===== config.mk =====
export PLATFORM = sky130hd
export DESIGN_NAME = vga_cmd_sched_flat
export DESIGN_NICKNAME = d
export VERILOG_FILES = /design/src/rtl/vga_cmd_sched_pkg.sv /design/src/rtl/vga_cmd_sched_if.sv /design/src/rtl/vga_cmd_fifo.sv /design/src/rtl/vga_cmd_sched.sv /design/src/flat_wrapper.sv
export SDC_FILE = /design/constraint.sdc
export NUM_CORES = 1
export LEC_CHECK = 0
export BUFFER_PORTS_ARGS = -buffer_cell sky130_fd_sc_hd__buf_4
export CAP_MARGIN = 20
export CORE_MARGIN = 2
export CORE_UTILIZATION = 35
export CTS_CLUSTER_DIAMETER = 30
export DETAILED_ROUTE_END_ITERATION = 6
export GPL_TIMING_DRIVEN = 0
export PLACE_DENSITY = 0.59
export REMOVE_ABC_BUFFERS = 1
export SKIP_LAST_GASP = 1
export SYNTH_ARGS = -nofsm -noshare
export SYNTH_HDL_FRONTEND = slang
export SYNTH_SLANG_ARGS = --single-unit

===== constraint.sdc =====
create_clock -name clk -period 3.1 [get_ports clk]
set_input_delay 0.775 -clock clk [delete_from_list [all_inputs] [get_ports clk]]
set_output_delay 0.775 -clock clk [all_outputs]
set_load 0.01 [all_outputs]

===== src/rtl/vga_cmd_sched_pkg.sv =====
// ----------------------------------------------------------------------------
// vga_cmd_sched_pkg
// Shared definitions for the VGA command scheduler: command type codes,
// table field codes, one-hot table selects, FSM state encoding and the
// small decode helpers used by the scheduler.
// ----------------------------------------------------------------------------
package vga_cmd_sched_pkg;

    // Command type as presented by the execute stage.
    typedef enum logic [1:0] {
        CMD_SPRITE = 2'b00,
        CMD_FONT   = 2'b01,
        CMD_BG     = 2'b10,
        CMD_RSVD   = 2'b11
    } cmd_type_e;

    // Low two bits of the table address select the field inside an entry.
    localparam logic [1:0] FLD_POS  = 2'b00;
    localparam logic [1:0] FLD_ATTR = 2'b01;
    localparam logic [1:0] FLD_VISI = 2'b10;
    localparam logic [1:0] FLD_NONE = 2'b11;

    // One-hot table select, bit order {background, font, sprite}.
    localparam logic [2:0] SEL_NONE   = 3'b000;
    localparam logic [2:0] SEL_SPRITE = 3'b001;
    localparam logic [2:0] SEL_FONT   = 3'b010;
    localparam logic [2:0] SEL_BG     = 3'b100;

    typedef enum logic [1:0] {
        ST_IDLE  = 2'b00,
        ST_WAIT  = 2'b01,
        ST_WRITE = 2'b10
    } state_e;

    // Field flags arrive as {pos, attr, visi}; multi-hot resolves pos > attr > visi.
    function automatic logic [1:0] field_code(input logic [2:0] field);
        if (field[2])      return FLD_POS;
        else if (field[1]) return FLD_ATTR;
        else if (field[0]) return FLD_VISI;
        else               return FLD_NONE;
    endfunction

    function automatic logic [2:0] tbl_sel_of(input logic [1:0] cmd_type);
        case (cmd_type)
            CMD_SPRITE: return SEL_SPRITE;
            CMD_FONT:   return SEL_FONT;
            CMD_BG:     return SEL_BG;
            default:    return SEL_NONE;
        endcase
    endfunction

    // Tables are free when the display is not reading them; in blank-only
    // builds the display must also be in blanking.
    function automatic logic win_open(input logic vid_rd, input logic vid_blank,
                                      input logic blank_only);
        return ~vid_rd & (vid_blank | ~blank_only);
    endfunction

endpackage


===== src/rtl/vga_cmd_sched_if.sv =====
// ----------------------------------------------------------------------------
// vga_cmd_sched_if
// Command-in / table-write-out signal bundle of the VGA command scheduler.
//   cmd_*   : execute-stage command and the stall returned to the pipeline
//   tbl_*   : table write request (we/sel/addr/wdata) and its grant
// Modports:
//   slave  - the scheduler (consumes commands, issues table writes)
//   master - the surrounding pipeline / table arbiter
// ----------------------------------------------------------------------------
interface vga_cmd_sched_if #(
    parameter int IDX_W = 6
);
    logic             cmd_valid;
    logic [1:0]       cmd_type;
    logic [2:0]       cmd_field;
    logic [IDX_W-1:0] cmd_index;
    logic [31:0]      cmd_data;
    logic             cmd_stall;

    logic             tbl_we;
    logic             tbl_gnt;
    logic [2:0]       tbl_sel;
    logic [IDX_W+1:0] tbl_addr;
    logic [31:0]      tbl_wdata;

    modport slave (
        input  cmd_valid, cmd_type, cmd_field, cmd_index, cmd_data, tbl_gnt,
        output cmd_stall, tbl_we, tbl_sel, tbl_addr, tbl_wdata
    );

    modport master (
        output cmd_valid, cmd_type, cmd_field, cmd_index, cmd_data, tbl_gnt,
        input  cmd_stall, tbl_we, tbl_sel, tbl_addr, tbl_wdata
    );
endinterface


===== src/rtl/vga_cmd_fifo.sv =====
// ----------------------------------------------------------------------------
// vga_cmd_fifo
// Command queue for the VGA scheduler: DEPTH entries of WIDTH bits, show-ahead
// head output, synchronous clear.
// Ports:
//   clk, reset     - clock, asynchronous active-low reset
//   i_push, i_din  - enqueue (ignored when full or while clearing)
//   i_pop          - dequeue head (ignored when empty or while clearing)
//   i_clr          - empty the queue on the next edge
//   o_dout         - current head entry
//   o_full, o_empty, o_count - occupancy status (from registered count)
// ----------------------------------------------------------------------------
module vga_cmd_fifo #(
    parameter int DEPTH = 4,
    parameter int WIDTH = 43
) (
    input  logic                     clk,
    input  logic                     reset,
    input  logic                     i_push,
    input  logic                     i_pop,
    input  logic                     i_clr,
    input  logic [WIDTH-1:0]         i_din,
    output logic [WIDTH-1:0]         o_dout,
    output logic                     o_full,
    output logic                     o_empty,
    output logic [$clog2(DEPTH):0]   o_count
);
    localparam int              AW       = $clog2(DEPTH);
    localparam logic [AW-1:0]   PTR_ONE  = 1;
    localparam logic [AW:0]     CNT_ONE  = 1;
    localparam logic [AW:0]     CNT_FULL = (AW+1)'(DEPTH);

    logic [WIDTH-1:0] r_mem [DEPTH];
    logic [AW-1:0]    r_wr_ptr;
    logic [AW-1:0]    r_rd_ptr;
    logic [AW:0]      r_count;
    logic             w_push;
    logic             w_pop;

    assign o_full  = (r_count == CNT_FULL);
    assign o_empty = (r_count == '0);
    assign o_count = r_count;
    assign o_dout  = r_mem[r_rd_ptr];

    assign w_push = i_push & ~o_full  & ~i_clr;
    assign w_pop  = i_pop  & ~o_empty & ~i_clr;

    // NOTE: storage has no reset; validity is tracked by pointers/count, and
    // leaving it out keeps the array mappable to plain RAM/LUT storage.
    always_ff @(posedge clk) begin
        if (w_push) r_mem[r_wr_ptr] <= i_din;
    end

    // DEPTH is a power of two, so pointer overflow is the modulo wrap.
    // NOTE: state registers use non-blocking assignments so every flop
    // samples pre-edge values regardless of process ordering.
    always_ff @(posedge clk or negedge reset) begin
        if (!reset) begin
            r_wr_ptr <= '0;
            r_rd_ptr <= '0;
            r_count  <= '0;
        end else if (i_clr) begin
            r_wr_ptr <= '0;
            r_rd_ptr <= '0;
            r_count  <= '0;
        end else begin
            if (w_push) r_wr_ptr <= r_wr_ptr + PTR_ONE;
            if (w_pop)  r_rd_ptr <= r_rd_ptr + PTR_ONE;
            case ({w_push, w_pop})
                2'b10:   r_count <= r_count + CNT_ONE;
                2'b01:   r_count <= r_count - CNT_ONE;
                default: r_count <= r_count;
            endcase
        end
    end
endmodule


===== src/rtl/vga_cmd_sched.sv =====
// ----------------------------------------------------------------------------
// vga_cmd_sched
// Queues sprite/font/background table writes from the execute stage and
// issues them, in order, only while the display is not reading the tables.
// Ports:
//   clk, reset   - clock, asynchronous active-low reset
//   bus (slave)  - cmd_valid/type/field/index/data in, cmd_stall out;
//                  tbl_we/sel/addr/wdata out, tbl_gnt in
//   clr          - synchronous queue clear
//   vid_rd       - display reads the tables this cycle (closes the window)
//   vid_blank    - display in blanking
//   busy         - queue non-empty or a write pending
//   q_count      - queue occupancy
// Build option: define VGA_SCHED_BLANK_ONLY_EN to also require vid_blank=1
// for the write window; otherwise vid_blank has no effect.
// ----------------------------------------------------------------------------
module vga_cmd_sched
    import vga_cmd_sched_pkg::*;
#(
    parameter int DEPTH = 4,
    parameter int IDX_W = 6
) (
    input  logic                   clk,
    input  logic                   reset,
    vga_cmd_sched_if.slave         bus,
    input  logic                   clr,
    input  logic                   vid_rd,
    input  logic                   vid_blank,
    output logic                   busy,
    output logic [$clog2(DEPTH):0] q_count
);
`ifdef VGA_SCHED_BLANK_ONLY_EN
    localparam logic BLANK_ONLY = 1'b1;
`else
    localparam logic BLANK_ONLY = 1'b0;
`endif
    localparam int ENTRY_W = 2 + 3 + IDX_W + 32;

    logic               w_push;
    logic               w_pop;
    logic               w_load;
    logic               w_full;
    logic               w_empty;
    logic               w_win;
    logic [ENTRY_W-1:0] w_din;
    logic [ENTRY_W-1:0] w_head;
    logic [1:0]         w_head_type;
    logic [2:0]         w_head_field;
    logic [IDX_W-1:0]   w_head_index;
    logic [31:0]        w_head_data;

    state_e             r_state;
    state_e             w_state_nxt;
    logic [2:0]         r_sel;
    logic [IDX_W+1:0]   r_addr;
    logic [31:0]        r_wdata;

    assign w_push = bus.cmd_valid & ~w_full & ~clr & (bus.cmd_type != CMD_RSVD);
    assign w_din  = {bus.cmd_type, bus.cmd_field, bus.cmd_index, bus.cmd_data};
    assign {w_head_type, w_head_field, w_head_index, w_head_data} = w_head;

    vga_cmd_fifo #(
        .DEPTH (DEPTH),
        .WIDTH (ENTRY_W)
    ) u_fifo (
        .clk     (clk),
        .reset   (reset),
        .i_push  (w_push),
        .i_pop   (w_pop),
        .i_clr   (clr),
        .i_din   (w_din),
        .o_dout  (w_head),
        .o_full  (w_full),
        .o_empty (w_empty),
        .o_count (q_count)
    );

    assign w_win         = win_open(vid_rd, vid_blank, BLANK_ONLY);
    assign bus.cmd_stall = bus.cmd_valid & w_full;
    assign bus.tbl_we    = (r_state == ST_WRITE);
    assign bus.tbl_sel   = r_sel;
    assign bus.tbl_addr  = r_addr;
    assign bus.tbl_wdata = r_wdata;
    assign busy          = ~w_empty | (r_state != ST_IDLE);

    always_ff @(posedge clk or negedge reset) begin
        if (!reset) r_state <= ST_IDLE;
        else        r_state <= w_state_nxt;
    end

    // WRITE always falls back to IDLE, which guarantees one idle cycle
    // between writes. A clear during WRITE lets the granted write finish;
    // its pop is dropped inside the FIFO because the queue is already empty.
    // NOTE: every signal gets a default before the case so no path leaves
    // it unassigned, which would otherwise infer a latch.
    always_comb begin
        w_state_nxt = r_state;
        w_load      = 1'b0;
        w_pop       = 1'b0;
        case (r_state)
            ST_IDLE: begin
                if (!w_empty && !clr) begin
                    w_state_nxt = w_win ? ST_WRITE : ST_WAIT;
                    w_load      = w_win;
                end
            end
            ST_WAIT: begin
                if (clr) begin
                    w_state_nxt = ST_IDLE;
                end else if (w_win) begin
                    w_state_nxt = ST_WRITE;
                    w_load      = 1'b1;
                end
            end
            ST_WRITE: begin
                if (bus.tbl_gnt) begin
                    w_state_nxt = ST_IDLE;
                    w_pop       = 1'b1;
                end
            end
            default: w_state_nxt = ST_IDLE;
        endcase
    end

    // Write fields are captured on entry to WRITE and held until the grant,
    // so they stay stable even if the window closes mid-request.
    always_ff @(posedge clk or negedge reset) begin
        if (!reset) begin
            r_sel   <= SEL_NONE;
            r_addr  <= '0;
            r_wdata <= '0;
        end else if (w_load) begin
            r_sel   <= tbl_sel_of(w_head_type);
            r_addr  <= {w_head_index, field_code(w_head_field)};
            r_wdata <= w_head_data;
        end
    end
endmodule


===== src/flat_wrapper.sv =====
// flat-port wrapper written by rule: the top's interface ports become plain ports
module vga_cmd_sched_flat import vga_cmd_sched_pkg::*;
#(
    parameter int DEPTH = 4,
    parameter int IDX_W = 6
)
  (clk, reset, clr, vid_rd, vid_blank, busy, q_count, bus_cmd_valid, bus_cmd_type, bus_cmd_field, bus_cmd_index, bus_cmd_data, bus_tbl_gnt, bus_cmd_stall, bus_tbl_we, bus_tbl_sel, bus_tbl_addr, bus_tbl_wdata);
  vga_cmd_sched_if #(.IDX_W(IDX_W)) bus_i ();
  input  logic clk;
  input  logic reset;
  input  logic clr;
  input  logic vid_rd;
  input  logic vid_blank;
  output logic busy;
  output logic [$clog2(DEPTH):0] q_count;
  input wire logic [$bits(bus_i.cmd_valid)-1:0] bus_cmd_valid;
  input wire logic [$bits(bus_i.cmd_type)-1:0] bus_cmd_type;
  input wire logic [$bits(bus_i.cmd_field)-1:0] bus_cmd_field;
  input wire logic [$bits(bus_i.cmd_index)-1:0] bus_cmd_index;
  input wire logic [$bits(bus_i.cmd_data)-1:0] bus_cmd_data;
  input wire logic [$bits(bus_i.tbl_gnt)-1:0] bus_tbl_gnt;
  output wire logic [$bits(bus_i.cmd_stall)-1:0] bus_cmd_stall;
  output wire logic [$bits(bus_i.tbl_we)-1:0] bus_tbl_we;
  output wire logic [$bits(bus_i.tbl_sel)-1:0] bus_tbl_sel;
  output wire logic [$bits(bus_i.tbl_addr)-1:0] bus_tbl_addr;
  output wire logic [$bits(bus_i.tbl_wdata)-1:0] bus_tbl_wdata;
  assign bus_i.cmd_valid = bus_cmd_valid;
  assign bus_i.cmd_type = bus_cmd_type;
  assign bus_i.cmd_field = bus_cmd_field;
  assign bus_i.cmd_index = bus_cmd_index;
  assign bus_i.cmd_data = bus_cmd_data;
  assign bus_i.tbl_gnt = bus_tbl_gnt;
  assign bus_cmd_stall = bus_i.cmd_stall;
  assign bus_tbl_we = bus_i.tbl_we;
  assign bus_tbl_sel = bus_i.tbl_sel;
  assign bus_tbl_addr = bus_i.tbl_addr;
  assign bus_tbl_wdata = bus_i.tbl_wdata;
  vga_cmd_sched #(.DEPTH(DEPTH), .IDX_W(IDX_W)) u_core (.clk(clk), .reset(reset), .bus(bus_i), .clr(clr), .vid_rd(vid_rd), .vid_blank(vid_blank), .busy(busy), .q_count(q_count));
endmodule

==> flow_metrics.env, run 1 <==
export IMPL_r2r_slack_ns=0.72
export IMPL_num_fill_cells=2002
export IMPL_multi_input_area_mm2=0.00184
export IMPL_critical_path_arrival_ns=1.66
export IMPL_finalCritPeriodShare=0.786
export IMPL_cts_sinks=224
export IMPL_vias=4126
export IMPL_vias_per_cell=4.68
export IMPL_status="finished clean"
export IMPL_ys_ff_latch=224
export IMPL_pre_cts_ws_ns=0.309
export IMPL_cts_tree="built"
export IMPL_power_switching_uw=2150
export IMPL_syn_to_final_growth_pct=34.1
export IMPL_io_buffers=97
export IMPL_reg2reg_from="u_core.u_fifo.o_count[1]"
export IMPL_fin_util=0.479
export IMPL_finalClockSkew_ns=0.00813
export IMPL_ant_nets=0
export IMPL_wl_per_cell_um=18.2
export IMPL_required_ns=2.32
export IMPL_grt_pass1_wl_mm=25.6
export IMPL_place_inst=795
export IMPL_cts_buffers=46
export IMPL_hp_class="in2async"
export IMPL_netlist_top_cell_by_area="edfxtp_1"
export IMPL_start_util=0.357
export IMPL_startpoint_type="flip-flop"
export IMPL_reg2reg_depth=7
export IMPL_syn_inst=390
export IMPL_grt_max_degree=53
export IMPL_clock_path_buffers=3
export IMPL_netlist_area_leader_share=0.614
export IMPL_post_cts_buffers=0
export IMPL_vdd_drop_max_mv=0.452
export IMPL_ys_seq_area_frac=0.769
export IMPL_swShare=0.217
export IMPL_dieHeight_um=159
export IMPL_power_density_mw_per_mm2=876
export IMPL_worst_slack_ns=0.663
export IMPL_synth_cell_types=34
export IMPL_reg2reg_to="u_core.u_fifo.o_count[2]"
export IMPL_track_usage=0.130
export IMPL_power_internal_uw=7740
export IMPL_synth_xor_area_frac=0.00506
export IMPL_muxShareOfSynthArea=0.170
export IMPL_synth_simple_area_share=0.0274
export IMPL_power_frac_seq=0.377
export IMPL_htreeDepth=2
export IMPL_drive_gt1_frac=0.491
export IMPL_nets=579
export IMPL_hold_slack_ns=0.353
export IMPL_synth_top_flop_cell="edfxtp_1"
export IMPL_rsz0062_at_grt="false"
export IMPL_end_kind="output port"
export IMPL_core_mm2=0.0235
export IMPL_root_buffer="clkbuf_16"
export IMPL_synth_edf_count=172
export IMPL_synth_area_top_cells="edfxtp_1 (61%), dfrtp_1 (15%), mux4_2 (12%)"
export IMPL_power_share_clock=0.523
export IMPL_first_global_vias=4658
export IMPL_setup_tns_ns=0
export IMPL_hpwl_mm=9.57
export IMPL_setup_viol=0
export IMPL_crit_fanout=7
export IMPL_clkTransAtPathRegs_ns=0.05
export IMPL_p_leak_uw=0.00412
export IMPL_drtPass1Iterations=4
export IMPL_relSlewSlack=0.469
export IMPL_cap_violations=0
export IMPL_drc_errors=0
export IMPL_synth_fa_ha_area_frac=0.00833
export IMPL_die_width_um=159
export IMPL_cts_resized=0
export IMPL_postSynthAreaPerCell_um2=21.6
export IMPL_final_max_slew_viol_count=0
export IMPL_critPathKind="reg2out"
export IMPL_die_area_mm2=0.0253
export IMPL_clock_latency_ns=0.51
export IMPL_stdcell_count=881
export IMPL_io_pins=99
export IMPL_rows=56
export IMPL_fmax_mhz=410
export IMPL_ys_warnings_count=0
export IMPL_synth_compound_area_frac=0.00759
export IMPL_cts_hold_buf=0
export IMPL_diodes=0
export IMPL_overflow=0
export IMPL_antenna_found_initial=0
export IMPL_hold_viol_final=0
export IMPL_post_synth_top_count_cell="edfxtp_1"
export IMPL_netlist_area_mm2=0.00841
export IMPL_gp_congestion=0.670
export IMPL_layout_min_cycle_time_ns=2.44
export IMPL_synthTopCellsByCount="edfxtp_1 (172), dfrtp_1 (52), mux4_2 (43)"
export IMPL_pwr_share_comb=0.100
export IMPL_wirelength_mm=16.0
export IMPL_regArea_mm2=0.00647
export IMPL_tightest_slew_ns=0.797
export IMPL_drtIter0Drc=209
export IMPL_synth_top_family_by_area="multiplexers"
export IMPL_async_flop_share=0.232
## worst max-delay path, cell delays in order (launching register included)
cell      delay (ns)
dfrtp_1         0.46
nor4_1          0.44
nand2b_1        0.10
buf_4           0.15
## cells by family after synthesis
kind of cell / count (synthesis)
AOI/OAI and AO/OA: 9
xor gates and xnor gates: 4
adders and majority gates: 5
buffers and inverters: 22
DFF: 224
muxes: 84
and+or+nand+nor: 42
## cell usage in the layout (no fill, tap or decap), drive strengths merged
| cell type | Yosys | routed |
|---|---|---|
| edfxtp | 172 | 172 |
| buf | 11 | 104 |
| clkbuf | 7 | 56 |
| dfrtp | 52 | 52 |
| mux4 | 43 | 43 |
| mux2 | 39 | 39 |
| clkinv | 0 | 13 |
| nand2 | 8 | 8 |
| nor2 | 8 | 8 |
| bufinv | 0 | 8 |
| inv | 4 | 8 |
| nand2b | 6 | 6 |
| clkinvlp | 0 | 5 |
| nor2b | 4 | 4 |
| and2 | 4 | 4 |
| ha | 4 | 4 |
| xnor2 | 4 | 4 |
| o31ai | 3 | 3 |
| nor3 | 2 | 2 |
| o21ai | 2 | 2 |
| mux2i | 2 | 2 |
| nor3b | 2 | 2 |
| or4 | 2 | 2 |
| or3b | 1 | 1 |
| nand3b | 1 | 1 |
| a311oi | 1 | 1 |
| and3 | 1 | 1 |
| nor4 | 1 | 1 |
| a22o | 1 | 1 |
| nor4b | 1 | 1 |
| nand3 | 1 | 1 |
| o311ai | 1 | 1 |
| a21oi | 1 | 1 |
| fa | 1 | 1 |
## per-stage QoR
step	instance area, um^2	total power, uW
floorplan	8320	4170
global placement	9440	4760
detailed placement	9590	4790
CTS	11300	10000
global route	11300	10300
finish	11300	9880
## per-layer routing
metal,vias to the layer above,track usage,share of wire
met1,2155,0.153,0.41
met5,-,0,0
met2,102,0.230,0.52
met4,0,0.0421,0.016
met3,23,0.0375,0.053
li1,1846,-,-
## final cells by class
type	instances	share of cell area
clock buffer	56	0.113
clock inverter	30	0.0365
inverter	4	0.00133
multi-input combinational	144	0.163
sequential	224	0.574
tap	319	0.0354
timing repair buffer	104	0.0770
## power groups by stage
stage	clock network, uW	registers (uW)	logic [uW]
final	5170	3720	992
after global routing	5430	3760	1070
after CTS	5270	3730	1020
after detailed placement	0	3780	1010
after global placement	0	3780	984
after floorplan	0	3860	309
## sequential cells by signal, summed over array words and instances, names as in the netlist
signal / count
u_core.u_fifo.r_wr_ptr: 2
u_core.u_fifo.r_rd_ptr: 2
u_core.bus.tbl_sel: 3
u_core.bus.tbl_addr: 8
u_core.u_fifo.r_mem: 172
u_core.r_state: 2
u_core.u_fifo.o_count: 3
u_core.bus.tbl_wdata: 32
## worst max path at each step
stage                              startpoint                          to  slack [ns]  cells after the start
detailed placement                        clr    u_core.bus.tbl_wdata[30]        0.31                      4
floorplan           u_core.u_fifo.r_rd_ptr[0]      u_core.bus.tbl_addr[0]        0.24                      3
global placement                          clr  u_core.u_fifo.r_mem[0][21]       -0.79                      4
finish               u_core.u_fifo.o_count[0]                        busy        0.66                      3
CTS                  u_core.u_fifo.o_count[1]               bus_cmd_stall        0.64                      3
global route         u_core.u_fifo.o_count[0]                        busy        0.52                      3
No activity file was read; power rests on OpenSTA's default activity.
==> inputs of run 2 (changes only) <==
- PLACE_DENSITY: 0.59 -> 0.61
- clock period: 3.1 -> 2.1 ns (I/O delays scaled with it)
==> run 2 against run 1 <==
Compared with the run above:
- the flow now finishes with violations (setup timing)
- sequential share of layout area up 0.76 points
- die area unchanged
- wire length rose by 6.7%
- final cell count rose by 0.23%
- critical path depth is 4 higher
- combinational power up 52%
- critical endpoint is now u_core.u_fifo.o_count[2]
- highest routed layer unchanged
==> flow_metrics.env, run 2 (synthesis gave the netlist of run 1 again) <==
export IMPL_worst_slack_ns=-0.105
export IMPL_finalClockSkew_ns=0.0125
export IMPL_dieHeight_um=159
export IMPL_end_kind="flip-flop"
export IMPL_critPathKind="reg2reg"
export IMPL_cts_buffers=42
export IMPL_cap_violations=0
export IMPL_crit_fanout=4
export IMPL_track_usage=0.132
export IMPL_p_leak_uw=0.00404
export IMPL_largest_register="u_core.u_fifo.r_mem"
export IMPL_fmax_mhz=454
export IMPL_final_max_slew_viol_count=0
export IMPL_violations="setup timing"
export IMPL_rows=56
export IMPL_antenna_found_initial=3
export IMPL_pre_cts_ws_ns=-0.494
export IMPL_drc_errors=0
export IMPL_vias_per_cell=4.75
export IMPL_layout_min_cycle_time_ns=2.20
export IMPL_total_power_uw=13400
export IMPL_die_width_um=159
export IMPL_ant_nets=0
export IMPL_largest_reg_flops=172
export IMPL_start_util=0.357
export IMPL_clock_latency_ns=0.51
export IMPL_rsz0062_at_grt="true"
export IMPL_setup_tns_ns=-0.144
export IMPL_vdd_drop_max_mv=0.622
export IMPL_relSlewSlack=0.456
export IMPL_place_inst=795
export IMPL_gp_congestion=0.671
export IMPL_drtPass1Iterations=5
export IMPL_root_buffer="clkbuf_16"
export IMPL_most_common_layout_cells="edfxtp_1 (172), buf_4 (103), dfrtp_1 (47)"
export IMPL_syn_to_final_growth_pct=32.4
export IMPL_drive_gt1_frac=0.499
export IMPL_clkTransAtPathRegs_ns=0.05
export IMPL_wirelength_mm=17.1
export IMPL_cts_tree="built"
export IMPL_hpwl_mm=9.76
export IMPL_status="complete, but fails checks"
export IMPL_fin_util=0.473
export IMPL_htreeDepth=2
export IMPL_stdcell_count=883
export IMPL_startpoint_type="flip-flop"
export IMPL_core_mm2=0.0235
export IMPL_critPathLaunch="u_core.u_fifo.o_count[1]"
export IMPL_vias=4195
export IMPL_layout_commonest_cell="edfxtp_1"
export IMPL_cts_hold_buf=0
export IMPL_grt_max_degree=53
export IMPL_power_density_mw_per_mm2=1200
export IMPL_io_buffers=97
export IMPL_hp_class="in2async"
export IMPL_io_pins=99
export IMPL_tightest_slew_ns=0.817
export IMPL_nets=586
export IMPL_overflow=0
export IMPL_critical_path_arrival_ns=2.61
export IMPL_hold_viol_final=0
export IMPL_first_global_vias=4741
export IMPL_reg2reg_from="u_core.u_fifo.o_count[1]"
export IMPL_setup_viol=2
export IMPL_clock_path_buffers=3
export IMPL_grt_pass1_wl_mm=25.7
export IMPL_finalCritPeriodShare=1.05
export IMPL_die_area_mm2=0.0253
export IMPL_cts_sinks=224
export IMPL_drtIter0Drc=186
export IMPL_required_ns=2.50
export IMPL_wl_per_cell_um=19.4
==> run 2: changes by cell type in the layout (fill, tap and decap cells not counted), sizes merged <==
cell      delta
clkinv       +4
diode        +1
buf          +7
inv          -3
clkinvlp     -2
clkbuf       -5
bufinv       -4
and2         +4
==> run 2: cell type report <==
class | instances | area, um^2
fill | 2004 | 12400
sequential | 224 | 6470
multi-input combinational | 148 | 1910
clock buffer | 51 | 1120
timing repair buffer | 111 | 941
tap | 319 | 399
clock inverter | 25 | 275
inverter | 4 | 15.0
antenna | 1 | 2.50
==> run 2: stage by stage <==
step | hold WS, ns | area [um^2]
after global placement | 0.478 | 9440
after floorplan | 0.229 | 8320
after global routing | 0.154 | 11100
after CTS | 0.132 | 11100
final | 0.107 | 11100
after detailed placement | 0.487 | 9590
==> run 2: per-layer routing <==
metal | vias to the layer above | global-route usage | routed length, um
met5 | - | 0 | 0
met4 | 0 | 0.0438 | 296
met3 | 28 | 0.0375 | 901
met2 | 111 | 0.234 | 8780
met1 | 2188 | 0.153 | 7110
li1 | 1868 | - | -
==> run 2: power breakdown <==
| group | switching [uW] | total (uW) | leakage (uW) | internal [uW] |
|---|---|---|---|---|
| Sequential | 247 | 5490 | 0.00220 | 5250 |
| Clock | 2130 | 6410 | 0.000676 | 4280 |
| Combinational | 632 | 1510 | 0.00117 | 881 |
| Total | 3010 | 13400 | 0.00404 | 10400 |
==> run 2: final timing paths <==
| path | cells after the start | slack (ns) | endpoint |
|---|---|---|---|
| min in group clk | 1 | 0.21 | u_core.u_fifo.r_mem[0][32] |
| max in group asynchronous | 1 | 1.35 | u_core.u_fifo.r_rd_ptr[0] |
| min reg2reg | 1 | 0.50 | u_core.bus.tbl_addr[2] |
| max | 7 | -0.10 | u_core.u_fifo.o_count[2] |
| min | 1 | 0.11 | u_core.bus.tbl_addr[2] |
| max reg2reg | 7 | -0.10 | u_core.u_fifo.o_count[2] |
==> run 2: critical path: stages (launching register included) <==
cell	delay, ns
dfrtp_2	0.43
or3b_4	0.44
a311oi_2	0.26
nor2b_4	0.20
fa_2	0.20
nand2b_1	0.05
or4_1	0.42
o311ai_2	0.10
==> run 2: timing repair <==
action,in CTS,in global routing
setup buffers,4,3
hold endpoints to repair,0,0
gates cloned,1,3
setup endpoints to repair,215,92
pin swaps,4,6
gates resized for setup,15,2
